--- src/rtl/dev_timer_pkg.sv ---
// Shared definitions for dev_timer: FSM encoding, register offsets, CTRL layout, MODE codes.
package dev_timer_pkg;

  typedef enum logic [1:0] {
    ST_IDLE = 2'd0,
    ST_LOAD = 2'd1,
    ST_CNT  = 2'd2,
    ST_INT  = 2'd3
  } state_e;

  localparam logic [1:0] ADDR_CTRL     = 2'd0;
  localparam logic [1:0] ADDR_PRESET   = 2'd1;
  localparam logic [1:0] ADDR_COUNT    = 2'd2;
  localparam logic [1:0] ADDR_PRESCALE = 2'd3;

  localparam int CTRL_EN_BIT   = 0;
  localparam int CTRL_MODE_LSB = 1;
  localparam int CTRL_IM_BIT   = 3;

  localparam logic [1:0] MODE_ONESHOT = 2'b00;
  localparam logic [1:0] MODE_RELOAD  = 2'b01;

  // Field order mirrors the CTRL bit positions above (im=3, mode=2:1, en=0).
  typedef struct packed {
    logic       im;
    logic [1:0] mode;
    logic       en;
  } ctrl_t;

  // Codes 10/11 fall back to one-shot behaviour.
  function automatic logic is_reload(input logic [1:0] mode);
    return mode == MODE_RELOAD;
  endfunction

  function automatic ctrl_t ctrl_from_word(input logic [31:0] w);
    ctrl_t c;
    c.en   = w[CTRL_EN_BIT];
    c.mode = w[CTRL_MODE_LSB +: 2];
    c.im   = w[CTRL_IM_BIT];
    return c;
  endfunction

endpackage

--- src/rtl/dev_timer_prescale.sv ---
// Prescaler for dev_timer: one-cycle tick every prescale+1 running cycles.
// Only built when DEV_TIMER_PRESCALE_EN is defined.
`ifdef DEV_TIMER_PRESCALE_EN
module dev_timer_prescale (
  input  logic       clk,
  input  logic       reset,
  input  logic       clr,
  input  logic       run,
  input  logic [7:0] prescale,
  output logic       tick
);

  logic [7:0] pc;

  // >= keeps ticking sane if PRESCALE is lowered below the running count.
  assign tick = run && (pc >= prescale);

  always_ff @(posedge clk or negedge reset) begin
    if (!reset)   pc <= '0;
    else if (clr) pc <= '0;
    else if (run) pc <= tick ? 8'd0 : pc + 8'd1;
  end

endmodule
`endif

--- src/rtl/dev_timer.sv ---
// Memory-mapped down-counting timer with one-shot / auto-reload modes and masked irq.
// Optional PRESCALE register and prescaler enabled by DEV_TIMER_PRESCALE_EN.
module dev_timer
  import dev_timer_pkg::*;
(
  input  logic        clk,
  input  logic        reset,
  input  logic        we,
  input  logic [1:0]  addr,
  input  logic [31:0] wd,
  output logic [31:0] rd,
  output logic        irq
);

  ctrl_t       ctrl;
  logic [31:0] preset;
  logic [31:0] count;
  logic [7:0]  prescale;
  logic        pend;

  state_e      state, state_nxt;

  logic        ctrl_wr, preset_wr;
  logic        en_eff;
  logic        tick;
  logic        do_load, do_dec, do_zero, do_int;

  assign ctrl_wr   = we && (addr == ADDR_CTRL);
  assign preset_wr = we && (addr == ADDR_PRESET);

  // The FSM sees an in-flight CTRL write so enable/disable act on the write edge.
  assign en_eff = ctrl_wr ? wd[CTRL_EN_BIT] : ctrl.en;

`ifdef DEV_TIMER_PRESCALE_EN
  logic prescale_wr;
  assign prescale_wr = we && (addr == ADDR_PRESCALE);

  always_ff @(posedge clk or negedge reset) begin
    if (!reset)           prescale <= '0;
    else if (prescale_wr) prescale <= wd[7:0];
  end

  dev_timer_prescale u_prescale (
    .clk      (clk),
    .reset    (reset),
    .clr      (state == ST_LOAD),
    .run      (state == ST_CNT),
    .prescale (prescale),
    .tick     (tick)
  );
`else
  assign prescale = 8'd0;
  assign tick     = 1'b1;
`endif

  // FSM: state register
  always_ff @(posedge clk or negedge reset) begin
    if (!reset) state <= ST_IDLE;
    else        state <= state_nxt;
  end

  // FSM: next state
  always_comb begin
    state_nxt = state;
    unique case (state)
      ST_IDLE: if (en_eff) state_nxt = ST_LOAD;
      ST_LOAD: state_nxt = ST_CNT;
      ST_CNT: begin
        if (!en_eff)                 state_nxt = ST_IDLE;
        else if (tick && count <= 1) state_nxt = ST_INT;
      end
      ST_INT:  state_nxt = is_reload(ctrl.mode) ? ST_LOAD : ST_IDLE;
      default: state_nxt = ST_IDLE;
    endcase
  end

  // FSM: datapath strobes
  always_comb begin
    do_load = (state == ST_LOAD);
    do_int  = (state == ST_INT);
    do_dec  = 1'b0;
    do_zero = 1'b0;
    if (state == ST_CNT && en_eff && tick) begin
      if (count > 1) do_dec  = 1'b1;
      else           do_zero = 1'b1;
    end
  end

  // CPU writes win over the end-of-count EN clear.
  always_ff @(posedge clk or negedge reset) begin
    if (!reset)                                 ctrl    <= '0;
    else if (ctrl_wr)                           ctrl    <= ctrl_from_word(wd);
    else if (do_int && !is_reload(ctrl.mode))   ctrl.en <= 1'b0;
  end

  always_ff @(posedge clk or negedge reset) begin
    if (!reset)         preset <= '0;
    else if (preset_wr) preset <= wd;
  end

  // COUNT has no CPU write path; PRESET only reaches it through LOAD.
  always_ff @(posedge clk or negedge reset) begin
    if (!reset)       count <= '0;
    else if (do_load) count <= preset;
    else if (do_dec)  count <= count - 32'd1;
    else if (do_zero) count <= '0;
  end

  always_ff @(posedge clk or negedge reset) begin
    if (!reset)       pend <= 1'b0;
    else if (ctrl_wr) pend <= 1'b0;
    else if (do_int)  pend <= 1'b1;
  end

  assign irq = pend & ctrl.im;

  always_comb begin
    rd = '0;
    unique case (addr)
      ADDR_CTRL:     rd = {28'd0, ctrl};
      ADDR_PRESET:   rd = preset;
      ADDR_COUNT:    rd = count;
      ADDR_PRESCALE: rd = {24'd0, prescale};
      default:       rd = '0;
    endcase
  end

endmodule

--- config.mk ---
export PLATFORM = sky130hd
export DESIGN_NAME = dev_timer
export DESIGN_NICKNAME = d
export VERILOG_FILES = /design/src/rtl/dev_timer_pkg.sv /design/src/rtl/dev_timer_prescale.sv /design/src/rtl/dev_timer.sv
export SDC_FILE = /design/constraint.sdc
export NUM_CORES = 1
export LEC_CHECK = 0
export ABC_AREA = 1
export ABC_CLOCK_PERIOD_IN_PS = 1990
export BUFFER_PORTS_ARGS = -buffer_cell sky130_fd_sc_hd__buf_2
export CAP_MARGIN = 40
export CORE_MARGIN = 5
export CORE_UTILIZATION = 35
export CTS_CLUSTER_DIAMETER = 30
export DETAILED_ROUTE_END_ITERATION = 10
export PLACE_DENSITY_LB_ADDON = 0.08
export SYNTH_ARGS = -nofsm -noshare
export SYNTH_HDL_FRONTEND = slang
export SYNTH_SLANG_ARGS = --single-unit
--- constraint.sdc ---
create_clock -name clk -period 1.99 [get_ports clk]
set_input_delay 0 -clock clk [delete_from_list [all_inputs] [get_ports clk]]
set_output_delay 0 -clock clk [all_outputs]
set_load 0.02 [all_outputs]
==> qor.yml, run 1 <==
outcome: "completed"
drv_slew: 0
final_antenna_net_count: 0
portBuffers: 69
area_growth_pct: 26.42
die_w_um: 121.9
syn_avg_cell_area_sq_um: 7.325
final_util_pct: 45.54
seq_area_frac_synth_pct: 40.56
yosys_warnings: 0
cts_tree: "built"
clock_skew_ns: 0.006085
max_slew_margin_pct: 69.47
hp-class: "in -> reg"
rr_worst_depth: 12
io_pins: 70
endpoint_kind: "flop"
htreeDepth: 3
fill_cells: 1297
ir_worst_vdd_mv: 0.6083
start_kind: "flop"
async_reset_ff_share_pct: 100.0
fmax_mhz: 559.8
p_total_mw: 7.039
cp.required_ns: 2.21
critPathMaxFanout: 23
die_h_um: 121.9
finalCriticalPeriod_ns: 1.786
drtIter0Drc: 198
grtUsageTotal_pct: 17.88
grt_max_degree: 72
p_leak_nw: 2.728
whs_endpoint: "ctrl[2]"
hpwlAfterDp_um: 9033
wl_um: 12400
r2r-start: "count[0]"
drc: 0
gp_congestion: 0.8733
power_density_nw_per_um2: 1271
synth.distinct_cells: 31
routedWlPerCell_um: 14.17
cts_root_buf: "clkbuf_16"
max-clock-path-buffers: 2
min_from: "we"
drive_gt1_share_pct: 19.24
ff_latch_area_sq_um: 1777
synth_fp_nets: 637
fin_crit_sh_pct: 89.76
drtPass1Iterations: 4
hold_viol_final: 0
grt_pass1_wl_um: 20980
synth-seq-cells: 71
clk_pin_slew_ns: 0.06
via_per_inst: 4.734
synth.top_cell.area_share_pct: 40.56
vias: 4142
n_antenna_cell: 0
syn_area_sq_um: 4380
worst_pin_slew_ns: 0.4575
cts_setup_buffers: 0
finalNetCount: 741
postSynthCellCount: 598
antenna_found_initial: 0
path_class: "reg -> reg"
setup_viol: 0
arrival_ns: 2.00
synthMostInstantiatedCell: "nand2_1"
synth_edf_count: 0
r2r_end: "count[7]"
clock_latency_ns: 0.34
drv_cap: 0
netlist_top_cells_count: "nand2_1 (178), inv_1 (83), nor2_1 (73)"
grt_pass1_vias: 4239
rsz0062_at_grt: "false"
initial_core_util_pct: 36.02
cts.sinks: 71
synth_area_leader_cell: "dfrtp_1"
synth_area_leaders: "dfrtp_1 (41%), nand2_1 (15%), inv_1 (7.1%)"
coreArea_sq_um: 12160
ff2ff_setup_slack_ns: 0.20
dieArea_sq_um: 14850
ys.flop_type: "dfrtp_1"
grt_overflow: 0
row_count: 40
holdPathStages: 3
cts_buffers: 9
multiInputGateArea_sq_um: 2165
per-layer routing:
| layer | global-route usage [%] | up-vias | share of wire [%] |
|---|---|---|---|
| met5 | 0 | - | 0 |
| met4 | 4.062 | 0 | 0.90 |
| met3 | 4.318 | 8 | 3.9 |
| met2 | 29.90 | 81 | 48 |
| met1 | 23.47 | 1947 | 48 |
| li1 | - | 2106 | - |
registers in the layout (all words and copies together) (netlist names):
signal and flops:
ctrl 4, count 32, state 2, pend 1, preset 32
critical path, cell delays in order (launching register included):
cell     delay, ns
dfrtp_1       0.40
inv_1         0.13
ha_2          0.22
inv_1         0.04
nand2_1       0.05
nand2_1       0.04
nor2_1        0.12
nand3_2       0.11
nor2_4        0.13
nor2_4        0.10
buf_16        0.18
nand2_1       0.07
nand3_1       0.06
stage by stage:
| step | TNS (ns) | cells | cell area [sq um] | hold slack, ns | setup WS [ns] |
|---|---|---|---|---|---|
| global route | 0 | 875 | 5538 | 0.08576 | 0.006680 |
| finish | 0 | 875 | 5538 | 0.07009 | 0.2038 |
| global placement | -0.02746 | 825 | 4885 | 0.06664 | -0.009272 |
| CTS | 0 | 875 | 5535 | 0.05786 | 0.1588 |
| floorplan | 0 | 598 | 4380 | -0.2956 | 0.4376 |
| detailed placement | 0 | 826 | 4912 | 0.07047 | 0.1611 |
report_power, final:
group          switching (mW)  leakage [nW]  internal, mW  total, mW
combinational            1.96          1.73          1.05       3.02
clock                   0.614         0.140          1.00       1.62
sequential              0.479         0.854          1.92       2.40
total                    3.06          2.73          3.98       7.04
timing repair:
| item | in CTS | in global routing |
|---|---|---|
| gates resized for setup | 0 | 1 |
| endpoints found under the hold margin | 107 | 0 |
| hold buffers | 33 | 0 |
| endpoints found under the setup margin | 0 | 8 |
placed cells by master, fill, tap and decap left out, types with 2 or more instances in the layout:
cell type      Yosys  layout
nand2_4            4       4
mux2_1             2       2
inv_1             83      83
o221ai_1           2       2
nand3_1           35      35
o211ai_1           2       2
clkbuf_16          0       9
o21ai_0           34      34
mux2_2            16      16
nand3_2            9       9
buf_4              1       6
nor2_1            73      73
nand2_1          178     178
xor2_1            11      11
dlygate4sd3_1      0      33
dfrtp_1           71      71
nand4_1            5       5
buf_2              3      69
nand2_2            3       3
a21oi_1           11      11
o22ai_1           22      22
nor2_4             7       7
clkbuf_1           7       3
nor2_2             2       2
o21ai_1            3       3
cells by family after synthesis:
| logic type | synth area share (%) |
|---|---|
| AO/OA/AOI/OAI | 9.568 |
| XOR/XNOR | 2.199 |
| adder cells (fa/ha/maj) | 0.5712 |
| buffers and inverters | 10.08 |
| flip-flops | 40.56 |
| multiplexers | 4.627 |
| AND/OR/NAND/NOR | 32.39 |
worst max path at each step:
stage | startpoint | end | slack [ns]
after CTS | count[0] | count[20] | 0.16
after global placement | count[0] | count[21] | -0.009
after detailed placement | count[0] | count[7] | 0.16
after global routing | count[0] | count[13] | 0.007
final | count[0] | count[7] | 0.20
after floorplan | count[0] | count[30] | 0.44
area by class of cell:
type	count	area share [%]
tap	168	3.796
timing repair buffer	110	13.87
multi-input combinational	424	39.09
inverter	86	5.874
sequential	71	32.08
clock inverter	3	0.7682
clock buffer	13	4.519
Note: power is estimated with default switching activity, not from simulation.
==> run 2, diff against run 1 <==
--- a/config.mk
+++ b/config.mk
@@ -13,7 +13,9 @@
 export CORE_UTILIZATION = 35
 export CTS_CLUSTER_DIAMETER = 30
 export DETAILED_ROUTE_END_ITERATION = 10
+export HOLD_SLACK_MARGIN = 0.15
 export PLACE_DENSITY_LB_ADDON = 0.08
 export SYNTH_ARGS = -nofsm -noshare
 export SYNTH_HDL_FRONTEND = slang
+export SYNTH_HIERARCHICAL = 1
 export SYNTH_SLANG_ARGS = --single-unit
==> run 2 against run 1 <==
Combinational power about the same. First-iteration DRC count grew 3.5%. Cell area grew 0.90%. Total power rose by 0.42%. Via count rose by 0.34%. Wire length increased by 0.65%. Sequential power about the same. Fmax down 6.6%. Synthesized area did not move. Global-route usage grew 0.13 points. Critical endpoint is now ctrl[0]. Largest cell class unchanged. Sequential cell count is the same. Core utilization is 0.41 points higher.
==> qor.yml, run 2 <==
endpoint_kind: "flop"
grt_pass1_vias: 4274
swShare_pct: 43.37
ff2ff_setup_slack_ns: 0.20
initial_core_util_pct: 36.02
p_sw_mw: 3.066
worst_pin_slew_ns: 0.4580
drc: 0
synth_fp_nets: 637
via_per_inst: 4.723
hp-class: "in -> async"
fmax_mhz: 523.1
hold_viol_final: 0
synthMostInstantiatedCell: "nand2_1"
syn_avg_cell_area_sq_um: 7.325
finalNetCount: 746
fin_crit_sh_pct: 96.06
reg_top3: "count (32), preset (32), ctrl (4)"
hpwlAfterDp_um: 9033
grtUsageTotal_pct: 18.01
power_density_nw_per_um2: 1265
r2r_end: "count[20]"
start_kind: "primary input"
finalCriticalPeriod_ns: 1.912
drtPass1Iterations: 5
grt_overflow: 0
p_leak_nw: 2.749
cts_buffers: 9
cp.required_ns: 2.20
grt_max_degree: 72
postSynthCellCount: 598
portBuffers: 69
htreeDepth: 3
r2r-start: "count[0]"
power.internal_mw: 4.003
rsz0062_at_grt: "false"
critPathMaxFanout: 6
antenna_found_initial: 0
drtIter0Drc: 205
die_w_um: 121.9
synth.distinct_cells: 31
async_reset_ff_share_pct: 100.0
arrival_ns: 2.13
cts_root_buf: "clkbuf_16"
p_clk_share_pct: 22.9
cts_tree: "built"
clock_skew_ns: 0.006883
tns_ns: 0
synth_edf_count: 0
cts_setup_buffers: 0
cts.sinks: 71
synth_area_leader_cell: "dfrtp_1"
netlist_top_cells_count: "nand2_1 (178), inv_1 (83), nor2_1 (73)"
gp_congestion: 0.8733
ys.flop_type: "dfrtp_1"
die_h_um: 121.9
clk_pin_slew_ns: 0.06
final_common_cell: "nand2_1"
wl_um: 12480
row_count: 40
final_antenna_net_count: 0
final_util_pct: 45.95
drv_cap: 0
drive_gt1_share_pct: 19.10
clock_latency_ns: 0.34
layout_common_cells: "nand2_1 (178), inv_1 (83), nor2_1 (73)"
n_antenna_cell: 0
max_slew_margin_pct: 69.43
yosys_warnings: 6
crit_start: "we"
synth-seq-cells: 71
drv_slew: 0
syn_area_sq_um: 4380
ir_worst_vdd_mv: 0.6124
combPwrFrac_pct: 43.1
area_growth_pct: 27.56
dieArea_sq_um: 14850
vias: 4156
path_class: "in -> reg"
setup_viol: 0
synth_area_leaders: "dfrtp_1 (41%), nand2_1 (15%), inv_1 (7.1%)"
synth.top_cell.area_share_pct: 40.56
pwr-share-seq_pct: 34.0
seq_area_frac_synth_pct: 40.56
grt_pass1_wl_um: 21130
io_pins: 70
coreArea_sq_um: 12160
outcome: "completed"
routedWlPerCell_um: 14.18
rr_worst_depth: 12
max-clock-path-buffers: 2
[run 2: cell types whose count changed in the layout (fill, tap and decap cells not counted), sizes merged]
cell,previous run,this run
dlygate4sd3,33,38
[run 2: worst max-delay path, cell delays in order]
cell           delay [ns]
dlygate4sd3_1        0.52
buf_2                0.16
nand2_4              0.11
dlygate4sd3_1        0.67
o22ai_1              0.10
dlygate4sd3_1        0.57
[run 2: layout make-up]
cell class / count / area, sq um
inverter: 86 / 325.3
multi-input combinational: 424 / 2165
clock buffer: 13 / 250.2
sequential: 71 / 1777
timing repair buffer: 115 / 818.3
fill: 1295 / 6574
tap: 168 / 210.2
clock inverter: 3 / 42.54
[run 2: metrics by stage]
step	total power, mW	cells	area (sq um)	setup WS, ns	hold slack (ns)
floorplan	4.531	598	4380	0.4376	-0.2956
global placement	5.351	825	4885	-0.009272	0.06664
detailed placement	5.415	826	4912	0.1611	0.07047
CTS	7.145	880	5585	0.1147	0.2411
global route	7.674	880	5588	0.006680	0.2761
finish	7.069	880	5588	0.07837	0.2375
[run 2: cells by family (layout without fill, tap and decap cells)]
family	count (synthesis)	count (layout)	synth area share, %
XOR/XNOR	11	11	2.199
buffers and inverters	103	217	10.08
adder cells (fa/ha/maj)	2	2	0.5712
flip-flops	71	71	40.56
AO/OA/AOI/OAI	75	75	9.568
multiplexers	18	18	4.627
AND/OR/NAND/NOR	318	318	32.39
[run 2: metal layers]
metal	GRT usage (%)	share of wire, %
met2	30.32	48
met5	0	0
met3	4.318	3.9
met1	23.50	47
met4	4.062	1.2
[run 2: what timing repair did]
item	in CTS	in global routing
hold endpoints to repair	108	0
gates resized for setup	0	1
hold buffers	38	0
setup endpoints to repair	0	8
[run 2: worst max-delay path by stage]
stage,endpoint,slack (ns),depth (start not counted)
finish,ctrl[0],0.08,6
global route,count[13],0.007,12
CTS,ctrl[0],0.11,6
detailed placement,count[7],0.16,12
global placement,count[21],-0.009,11
floorplan,count[30],0.44,12
[run 2: power by group through the flow]
stage	sequential (mW)	combinational, mW	clock (mW)
floorplan	2.27	2.26	0
global route	2.48	3.49	1.71
CTS	2.40	3.08	1.66
global placement	2.41	2.94	0
finish	2.40	3.05	1.62
detailed placement	2.42	2.99	0
==> run 3, diff against run 2 <==
--- a/config.mk
+++ b/config.mk
@@ -9,7 +9,7 @@
 export ABC_CLOCK_PERIOD_IN_PS = 1990
 export BUFFER_PORTS_ARGS = -buffer_cell sky130_fd_sc_hd__buf_2
 export CAP_MARGIN = 40
-export CORE_MARGIN = 5
+export CORE_MARGIN = 2
 export CORE_UTILIZATION = 35
 export CTS_CLUSTER_DIAMETER = 30
 export DETAILED_ROUTE_END_ITERATION = 10
==> run 3 against run 2 <==
Register-to-register slack worse by 0.02 ns. Critical endpoint is now count[16]. Wire length down 2.3%. Core utilization about the same. Critical path type is now reg -> reg. Sequential power is essentially flat. First-iteration DRC count is 24% lower. Fmax up 5.8%. Setup slack better by 0.10 ns. Cell area down 0.40%. Largest power group unchanged. Combinational power is 1% higher. Clock power is 9% lower.
==> qor.yml, run 3 (synthesized netlist as in run 2, its figures left out) <==
max_slew_margin_pct: 64.70
setup_viol: 0
initial_core_util_pct: 36.17
clock_latency_ns: 0.34
grt_max_degree: 72
layout_common_cells: "nand2_1 (178), inv_1 (83), nor2_1 (73)"
routedWlPerCell_um: 13.87
hold_viol_final: 0
cts_tree: "built"
rsz0062_at_grt: "false"
cts_setup_buffers: 0
reg_top3: "count (32), preset (32), ctrl (4)"
die_w_um: 115.9
fin_crit_sh_pct: 90.80
ff2ff_setup_slack_ns: 0.18
outcome: "completed"
cp.buffers_inverters: 3
row_count: 40
hp-class: "in -> reg"
cts_buffers: 9
critical-path-top-delay-family: "simple AND/OR/NAND/NOR gates"
drtIter0Drc: 156
drive_gt1_share_pct: 18.99
ir_worst_vdd_mv: 0.4368
final_antenna_net_count: 0
area_growth_pct: 27.05
gp_congestion: 0.9294
portBuffers: 69
io_pins: 70
die_h_um: 115.9
via_per_inst: 4.687
cp_slowest_stage_delay_ns: 0.39
path_class: "reg -> reg"
grtUsageTotal_pct: 19.77
arrival_ns: 2.02
hold_slack_ns: 0.1213
wl_um: 12190
drc: 0
endpoint_kind: "flop"
finalNetCount: 747
cp_slowest_cell: "dfrtp_1"
dieArea_sq_um: 13430
hpwlAfterDp_um: 8815
worst_pin_slew_ns: 0.5295
cp.required_ns: 2.20
cts_root_buf: "clkbuf_16"
tns_ns: 0
fmax_mhz: 553.4
drv_slew: 0
htreeDepth: 3
p_leak_nw: 2.748
final_common_cell: "nand2_1"
n_antenna_cell: 0
grt_pass1_wl_um: 20560
drtPass1Iterations: 4
max-clock-path-buffers: 2
drv_cap: 0
coreArea_sq_um: 12110
worstPathCellList: "inv_1 -> ha_1 -> inv_1 -> nand2_1 -> nand2_1 -> nor2_1 -> nand3_2 -> nor2_4 -> nor2_4 -> buf_16 -> nand2_1 -> nand3_1"
cts.sinks: 71
antenna_found_initial: 0
clock_skew_ns: 0.006514
critPathMaxFanout: 21
vias: 4120
fill_cells: 1276
clk_pin_slew_ns: 0.06
grt_pass1_vias: 4139
start_kind: "flop"
finalCriticalPeriod_ns: 1.807
power_density_nw_per_um2: 1250
crit_path_frequent_cell: "nand2_1"
grt_overflow: 0
-- run 3: layout make-up --
cell class                      count  area [sq um]  share of cell area (%)
Multi-Input combinational cell    424          2162                   38.85
Sequential cell                    71          1777                   31.92
Timing Repair Buffer              116         825.8                   14.84
Inverter                           86         325.3                   5.845
Clock buffer                       13         260.3                   4.676
Tap cell                          168         210.2                   3.777
Clock inverter                      1         5.005                 0.08993
-- run 3: per-stage QoR --
stage | instances | util, % | total power, mW | worst slack [ns] | instance area (sq um)
finish | 879 | 45.95 | 6.957 | 0.1831 | 5565
global route | 879 | 45.95 | 7.585 | 0.007645 | 5565
CTS | 879 | 45.95 | 7.051 | 0.1033 | 5565
detailed placement | 827 | 40.62 | 5.434 | 0.1718 | 4920
global placement | 826 | 40.39 | 5.370 | -0.009238 | 4892
floorplan | 598 | - | 4.531 | 0.4376 | 4380
-- run 3: worst reg2reg max path: stages, from the launching register on --
cell     delay, ns
dfrtp_1       0.39
inv_1         0.13
ha_1          0.24
inv_1         0.05
nand2_1       0.05
nand2_1       0.05
nor2_1        0.11
nand3_2       0.11
nor2_4        0.13
nor2_4        0.10
buf_16        0.18
nand2_1       0.07
nand3_1       0.07
-- run 3: path summary, 6_finish.rpt --
| kind | start | end | depth (start not counted) |
|---|---|---|---|
| max in group asynchronous | reset | preset[0] | 3 |
| worst max-delay path | count[0] | count[16] | 12 |
| worst min register to register | ctrl[2] | ctrl[2] | 2 |
| min in group asynchronous | reset | preset[7] | 3 |
| worst max register to register | count[0] | count[16] | 12 |
| worst min-delay path | addr[1] | ctrl[2] | 4 |
-- run 3: power by group --
| part | internal (mW) | switching (mW) | leakage, nW |
|---|---|---|---|
| logic | 1.10 | 1.98 | 1.76 |
| registers | 1.93 | 0.472 | 0.854 |
| clock network | 0.896 | 0.579 | 0.132 |
-- run 3: per-layer routing --
metal | global-route usage (%) | wire (um)
met2 | 32.05 | 5741
met3 | 3.138 | 337
met5 | 0 | 0
met4 | 7.857 | 245
met1 | 26.57 | 5868
-- run 3: repair_timing --
item / 4_1_cts / 5_1_grt
setup endpoints to repair: 0 / 1
hold buffers: 38 / 1
endpoints found under the hold margin: 108 / 2
resized for setup: 0 / 0
